**src/rtl/ic7458_tester.sv**
```systemverilog
// Exhaustive self-test sequencer for a 7458 dual AND-OR gate: drives all 1024
// input vectors, samples p1y/p2y after a settle delay and records mismatches.
module ic7458_tester #(
    parameter int SETTLE_CYCLES = 1,
    parameter int ERR_CNT_W     = 8
) (
    input  logic                 clk,
    input  logic                 resetn,
    input  logic                 start,
    input  logic                 abort,
    output logic                 p1a,
    output logic                 p1b,
    output logic                 p1c,
    output logic                 p1d,
    output logic                 p1e,
    output logic                 p1f,
    output logic                 p2a,
    output logic                 p2b,
    output logic                 p2c,
    output logic                 p2d,
    input  logic                 p1y,
    input  logic                 p2y,
    output logic                 busy,
    output logic                 done,
    output logic                 pass,
    output logic [ERR_CNT_W-1:0] err_count,
    output logic                 first_fail_valid,
    output logic [9:0]           first_fail_vec,
    output logic [1:0]           first_fail_y
);

    typedef enum logic [2:0] {
        S_IDLE,
        S_APPLY,
        S_WAIT,
        S_CHECK,
        S_FINISH
    } state_t;

    localparam logic [3:0]           SETTLE  = 4'(SETTLE_CYCLES);
    localparam logic [ERR_CNT_W-1:0] ERR_MAX = '1;

    state_t      state, state_next;
    logic [9:0]  vec;
    logic [3:0]  settle_cnt;
    logic        exp1, exp2;
    logic [1:0]  miss;

    assign busy = (state == S_APPLY) || (state == S_WAIT) || (state == S_CHECK);
    assign done = (state == S_FINISH);
    assign {p1a, p1b, p1c, p1d, p1e, p1f, p2a, p2b, p2c, p2d} = busy ? vec : 10'd0;

    // Golden 7458 function evaluated on the vector currently driven.
    assign exp1 = (p1a & p1b & p1c) | (p1d & p1e & p1f);
    assign exp2 = (p2a & p2b) | (p2c & p2d);
    assign miss = {p1y != exp1, p2y != exp2};

    // NOTE: next-state logic assigns its default first so no latch is inferred.
    always_comb begin
        state_next = state;
        unique case (state)
            S_IDLE:   if (start && !abort) state_next = S_APPLY;
            S_APPLY:  state_next = (SETTLE == 4'd0) ? S_CHECK : S_WAIT;
            S_WAIT:   if (settle_cnt == 4'd1) state_next = S_CHECK;
            S_CHECK:  state_next = (vec == 10'h3FF) ? S_FINISH : S_APPLY;
            S_FINISH: state_next = S_IDLE;
            default:  state_next = S_IDLE;
        endcase
        if (abort && state != S_IDLE) state_next = S_IDLE;
    end

    // NOTE: sequential state uses non-blocking assignments only; every register,
    // including the result holders, is cleared by the asynchronous reset.
    always_ff @(posedge clk or negedge resetn) begin
        if (!resetn) begin
            state            <= S_IDLE;
            vec              <= '0;
            settle_cnt       <= '0;
            pass             <= 1'b0;
            err_count        <= '0;
            first_fail_valid <= 1'b0;
            first_fail_vec   <= '0;
            first_fail_y     <= '0;
        end else begin
            state <= state_next;
            if (abort && state != S_IDLE) begin
                vec  <= '0;
                pass <= 1'b0;
            end else begin
                unique case (state)
                    S_IDLE: begin
                        if (start && !abort) begin
                            vec              <= '0;
                            pass             <= 1'b0;
                            err_count        <= '0;
                            first_fail_valid <= 1'b0;
                            first_fail_vec   <= '0;
                            first_fail_y     <= '0;
                        end
                    end
                    S_APPLY: settle_cnt <= SETTLE;
                    S_WAIT:  settle_cnt <= settle_cnt - 4'd1;
                    S_CHECK: begin
                        if (|miss) begin
                            if (err_count != ERR_MAX) err_count <= err_count + 1'b1;
                            if (!first_fail_valid) begin
                                first_fail_valid <= 1'b1;
                                first_fail_vec   <= vec;
                                first_fail_y     <= miss;
                            end
                        end
                        // Pass is resolved on the last check so it is valid alongside done.
                        if (vec == 10'h3FF) begin
                            vec  <= '0;
                            pass <= !(first_fail_valid || (|miss));
                        end else begin
                            vec <= vec + 10'd1;
                        end
                    end
                    default: ;
                endcase
            end
        end
    end

endmodule

```
**config.mk**
```make
export PLATFORM = sky130hd
export DESIGN_NAME = ic7458_tester
export DESIGN_NICKNAME = d
export VERILOG_FILES = /design/src/rtl/ic7458_tester.sv
export SDC_FILE = /design/constraint.sdc
export NUM_CORES = 1
export LEC_CHECK = 0
export CORE_ASPECT_RATIO = 0.9
export CORE_UTILIZATION = 57
export CTS_CLUSTER_SIZE = 12
export DETAILED_ROUTE_END_ITERATION = 7
export DONT_BUFFER_PORTS = 1
export PLACE_DENSITY = 0.77
export SLEW_MARGIN = 10
export SYNTH_ARGS = -nofsm -noshare
export SYNTH_HDL_FRONTEND = slang
export SYNTH_SLANG_ARGS = --single-unit
```
**constraint.sdc**
```tcl
create_clock -name clk -period 2.5 [get_ports clk]
set_input_delay 0.625 -clock clk [delete_from_list [all_inputs] [get_ports clk]]
set_output_delay 0.625 -clock clk [all_outputs]
set_load 0.05 [all_outputs]
```
==> metrics.sh <==
GRT_MAX_DEGREE=40
WORST_EP_ARRIVAL_TIME_NS=2.40
CLK_TRANSITION_REPORTED_PATHS_NS=0.07
FIN_SETUP_TNS_NS=0
SYNTH-SEQ-AREA-SHARE=0.427
USE_MET1=0.355
SYNTH-WARNING-COUNT=0
GRT.BUSIEST_LAYER='met2'
GLOBAL_ROUTE_WIRE_LENGTH_BEFORE_REPAIR_UM=8140
MAIN_FLOP_TYPE_AFTER_SYNTHESIS='sky130_fd_sc_hd__dfrtp_1'
GRT_ANTENNA_BEFORE_REPAIR=0
SYNTH_CELLS=252
NUMBER_OF_ENABLE_FLIP_FLOP_CELLS_AFTER_SYNTHESIS=0
TIMING.SLEW.HEADROOM=0.581
POST_ROUTE_CELLS_DRIVE_ABOVE_1_SHARE=0.168
ROUTE.ANTENNA.REMAINING_NETS=0
DRT-TOTAL-WL_UM=5390
YS_ASYNC_SR_FRACTION=1.00
CLOCK_TREE.HTREE_LEVEL_COUNT=2
IO_BUFFERS=0
GLOBAL_ROUTE.USAGE.MET2=0.401
CTS_SINKS=39
DIE-HEIGHT_UM=62.1
DIEAREA_UM2=4270
SETUP_REPAIR_AFTER_GLOBAL_ROUTING_MISSED_ITS_MARGIN='false'
HP-CLASS='input port to asynchronous set/reset pin'
HPWL_UM=3870
DRT_PRE_ANTENNA_ITERS=5
CTS_MADE_BUFFERS=5
YOSYS.CELL_TYPES.COUNT=50
SYNTH.AVG_CELL_AREA_UM2=9.08
DETAIL_ROUTE.VIAS_PER_CELL=6.27
COUNT_OF_STATE_ELEMENTS_AFTER_SYNTHESIS=39
WORST-ENDPOINT-REQUIRED_NS=2.67
ROUTED_WIRE_LENGTH_PER_INSTANCE_UM=16.8
PLACE.GP.CONGESTION=0.877
LAYOUT-AREA-OVERHEAD-VS-SYNTH_PCT=12.6
WORSTSETUPENDPOINTTYPE='flop'
LAYOUT.CELLS.MOST_COMMON='sky130_fd_sc_hd__dfrtp_1'
NETLIST.AREA_LEADER.SHARE=0.427
SLEW_WORST_PIN_NS=0.625
FINALSETUPVIOLATIONS=0
NUM_VIAS=2005
PLACE.DETAILED.INSTANCES=311
MAX-VDD-IR-DROP_mV=0.325
STARTPOINT_TYPE='flop'
SYN_NETS=262
POST-SYNTH-TOP-AREA-CELL='sky130_fd_sc_hd__dfrtp_1'
HOLD_VIOL_FINAL=0
FINCLKSKEW_NS=0.00760
POWER_DENSITY_nW_PER_UM2=562
SYN_AREA_UM2=2290
CELL_LEAKAGE_POWER_nW=1.19
OVERFLOW=0
YOSYS-TOP-CELLS-AREA='sky130_fd_sc_hd__dfrtp_1 43%, sky130_fd_sc_hd__mux2i_1 5.7%, sky130_fd_sc_hd__nand2_1 5.6%, sky130_fd_sc_hd__nor3_1 3.1%, sky130_fd_sc_hd__nand3_1 2.8%'
CTS.ROOT.BUFFER_CELL='sky130_fd_sc_hd__clkbuf_8'
FINAL-MAX-SLEW-VIOLATION-COUNT=0
POST_CTS_RESIZE_COUNT=0
CRITICAL_PATH.MAX_FANOUT=8
GR-USAGE-ALL-LAYERS=0.265
ANTENNA-DIODE-COUNT=0
FIN_CRIT_NS=2.23
NETS=283
USE_MET3=0.0858
CHIP_WIDTH_UM=68.8
DRT_ITER0_DRC=187
CTSLONGESTPATHBUFFERS=2
CRITICALPATHCATEGORY='flop to flop'
ROUTE.DETAILED.DRC=0
OUTCOME='completed'
FIN_CELLS=320
TOP_LEVEL_PORTS=40
ACHIEVABLE-FREQUENCY_GHz=0.448
PLACEMENT_ROWS=21
MAXCAPVIOLCOUNT=0
FLOORPLAN.INITIALDENSITY=0.604
FIRST_GLOBAL_VIAS=1752
COREAREA_UM2=3780
FINAL_CELL_MIX='39 x sky130_fd_sc_hd__dfrtp_1, 34 x sky130_fd_sc_hd__nand2_1, 25 x sky130_fd_sc_hd__buf_4'
CLK-INSERTION-DELAY-LATE_NS=0.30
FINAL.PERIOD_UTILIZATION=0.893
TRITONCTS_CLOCK_TREE='yes'
==> metrics by stage <==
step | cell area [um2] | power (mW) | hold slack (ns) | setup WS (ns) | utilization
after global placement | 2470 | 1.00 | 0.330 | 0.412 | 0.652
after floorplan | 2290 | 0.945 | 0.329 | 0.0726 | -
final | 2570 | 1.45 | 0.0149 | 0.266 | 0.681
after detailed placement | 2470 | 1.01 | 0.330 | 0.337 | 0.652
after global routing | 2570 | 1.52 | 0.00473 | 0.125 | 0.681
after CTS | 2550 | 1.44 | 0.00548 | 0.324 | 0.675
==> worst max-delay path: stages (launching register included) <==
cell and delay, ns:
sky130_fd_sc_hd__dfrtp_1 0.49, sky130_fd_sc_hd__ha_1 0.25, sky130_fd_sc_hd__nand3_1 0.22, sky130_fd_sc_hd__nor3_1 0.50, sky130_fd_sc_hd__a31oi_1 0.34, sky130_fd_sc_hd__a21oi_1 0.20
sky130_fd_sc_hd__o21ai_0 0.11
==> sequential cells by signal, indices dropped and copies added (netlist names) <==
name,cells
first_fail_vec,10
vec,10
err_count,8
settle_cnt,4
state,3
first_fail_y,2
first_fail_valid,1
pass,1
==> synthesized netlist by cell type, types with 3 or more instances <==
master and instances:
sky130_fd_sc_hd__a221o_1 3, sky130_fd_sc_hd__or2_2 3, sky130_fd_sc_hd__and3_1 5, sky130_fd_sc_hd__a31oi_1 4, sky130_fd_sc_hd__dfrtp_1 39, sky130_fd_sc_hd__o21ai_0 9, sky130_fd_sc_hd__nand2_1 34, sky130_fd_sc_hd__buf_4 3
sky130_fd_sc_hd__nor2_1 16, sky130_fd_sc_hd__clkbuf_1 6, sky130_fd_sc_hd__ha_1 4, sky130_fd_sc_hd__o21ai_1 12, sky130_fd_sc_hd__nor3_1 14, sky130_fd_sc_hd__inv_1 17, sky130_fd_sc_hd__nand4_1 3, sky130_fd_sc_hd__nand3_1 13
sky130_fd_sc_hd__a21oi_1 8, sky130_fd_sc_hd__xnor2_1 5, sky130_fd_sc_hd__or3_1 3, sky130_fd_sc_hd__mux2i_1 13
==> per-layer routing <==
metal | routed length, um | up-vias
li1 | - | 947
met1 | 2410 | 954
met2 | 2410 | 92
met3 | 473 | 12
met4 | 89 | 0
met5 | 0 | -
==> logic make-up after synthesis <==
| kind of cell | count (synthesis) | share of synthesized area |
|---|---|---|
| simple gates | 103 | 0.222 |
| flops | 39 | 0.427 |
| fa+ha+maj | 4 | 0.0219 |
| compound gates | 56 | 0.183 |
| buf+inv | 29 | 0.0569 |
| mux | 15 | 0.0667 |
| xor+xnor | 6 | 0.0230 |
==> area by class of cell <==
| type | instances | area, um2 |
|---|---|---|
| Inverter | 17 | 63.8 |
| Clock inverter | 3 | 20.0 |
| Tap cell | 46 | 57.6 |
| Fill cell | 315 | 1210 |
| Timing Repair Buffer | 26 | 208 |
| Sequential cell | 39 | 976 |
| Multi-Input combinational cell | 184 | 1180 |
| Clock buffer | 5 | 68.8 |
==> worst paths after layout <==
check | start | endpoint | slack (ns) | depth (start not counted)
worst min-delay path | resetn | vec[5] | 0.01 | 0
max in group asynchronous | resetn | err_count[6] | 2.24 | 1
worst max-delay path | vec[0] | vec[3] | 0.27 | 6
worst max register to register | vec[0] | vec[3] | 0.27 | 6
min in group clk | start | state[0] | 0.49 | 2
worst min register to register | settle_cnt[1] | settle_cnt[1] | 0.54 | 1
==> power breakdown <==
group	leakage [nW]	switching, mW	internal (mW)
registers	0.532	0.0669	0.673
clock network	0.0402	0.237	0.194
logic	0.613	0.168	0.108
total	1.19	0.472	0.975
==> timing repair <==
item,in CTS,in global routing
hold buffers,0,1
endpoints found under the hold margin,0,23
setup buffers,0,0
Note: power is estimated with default switching activity, not from simulation.
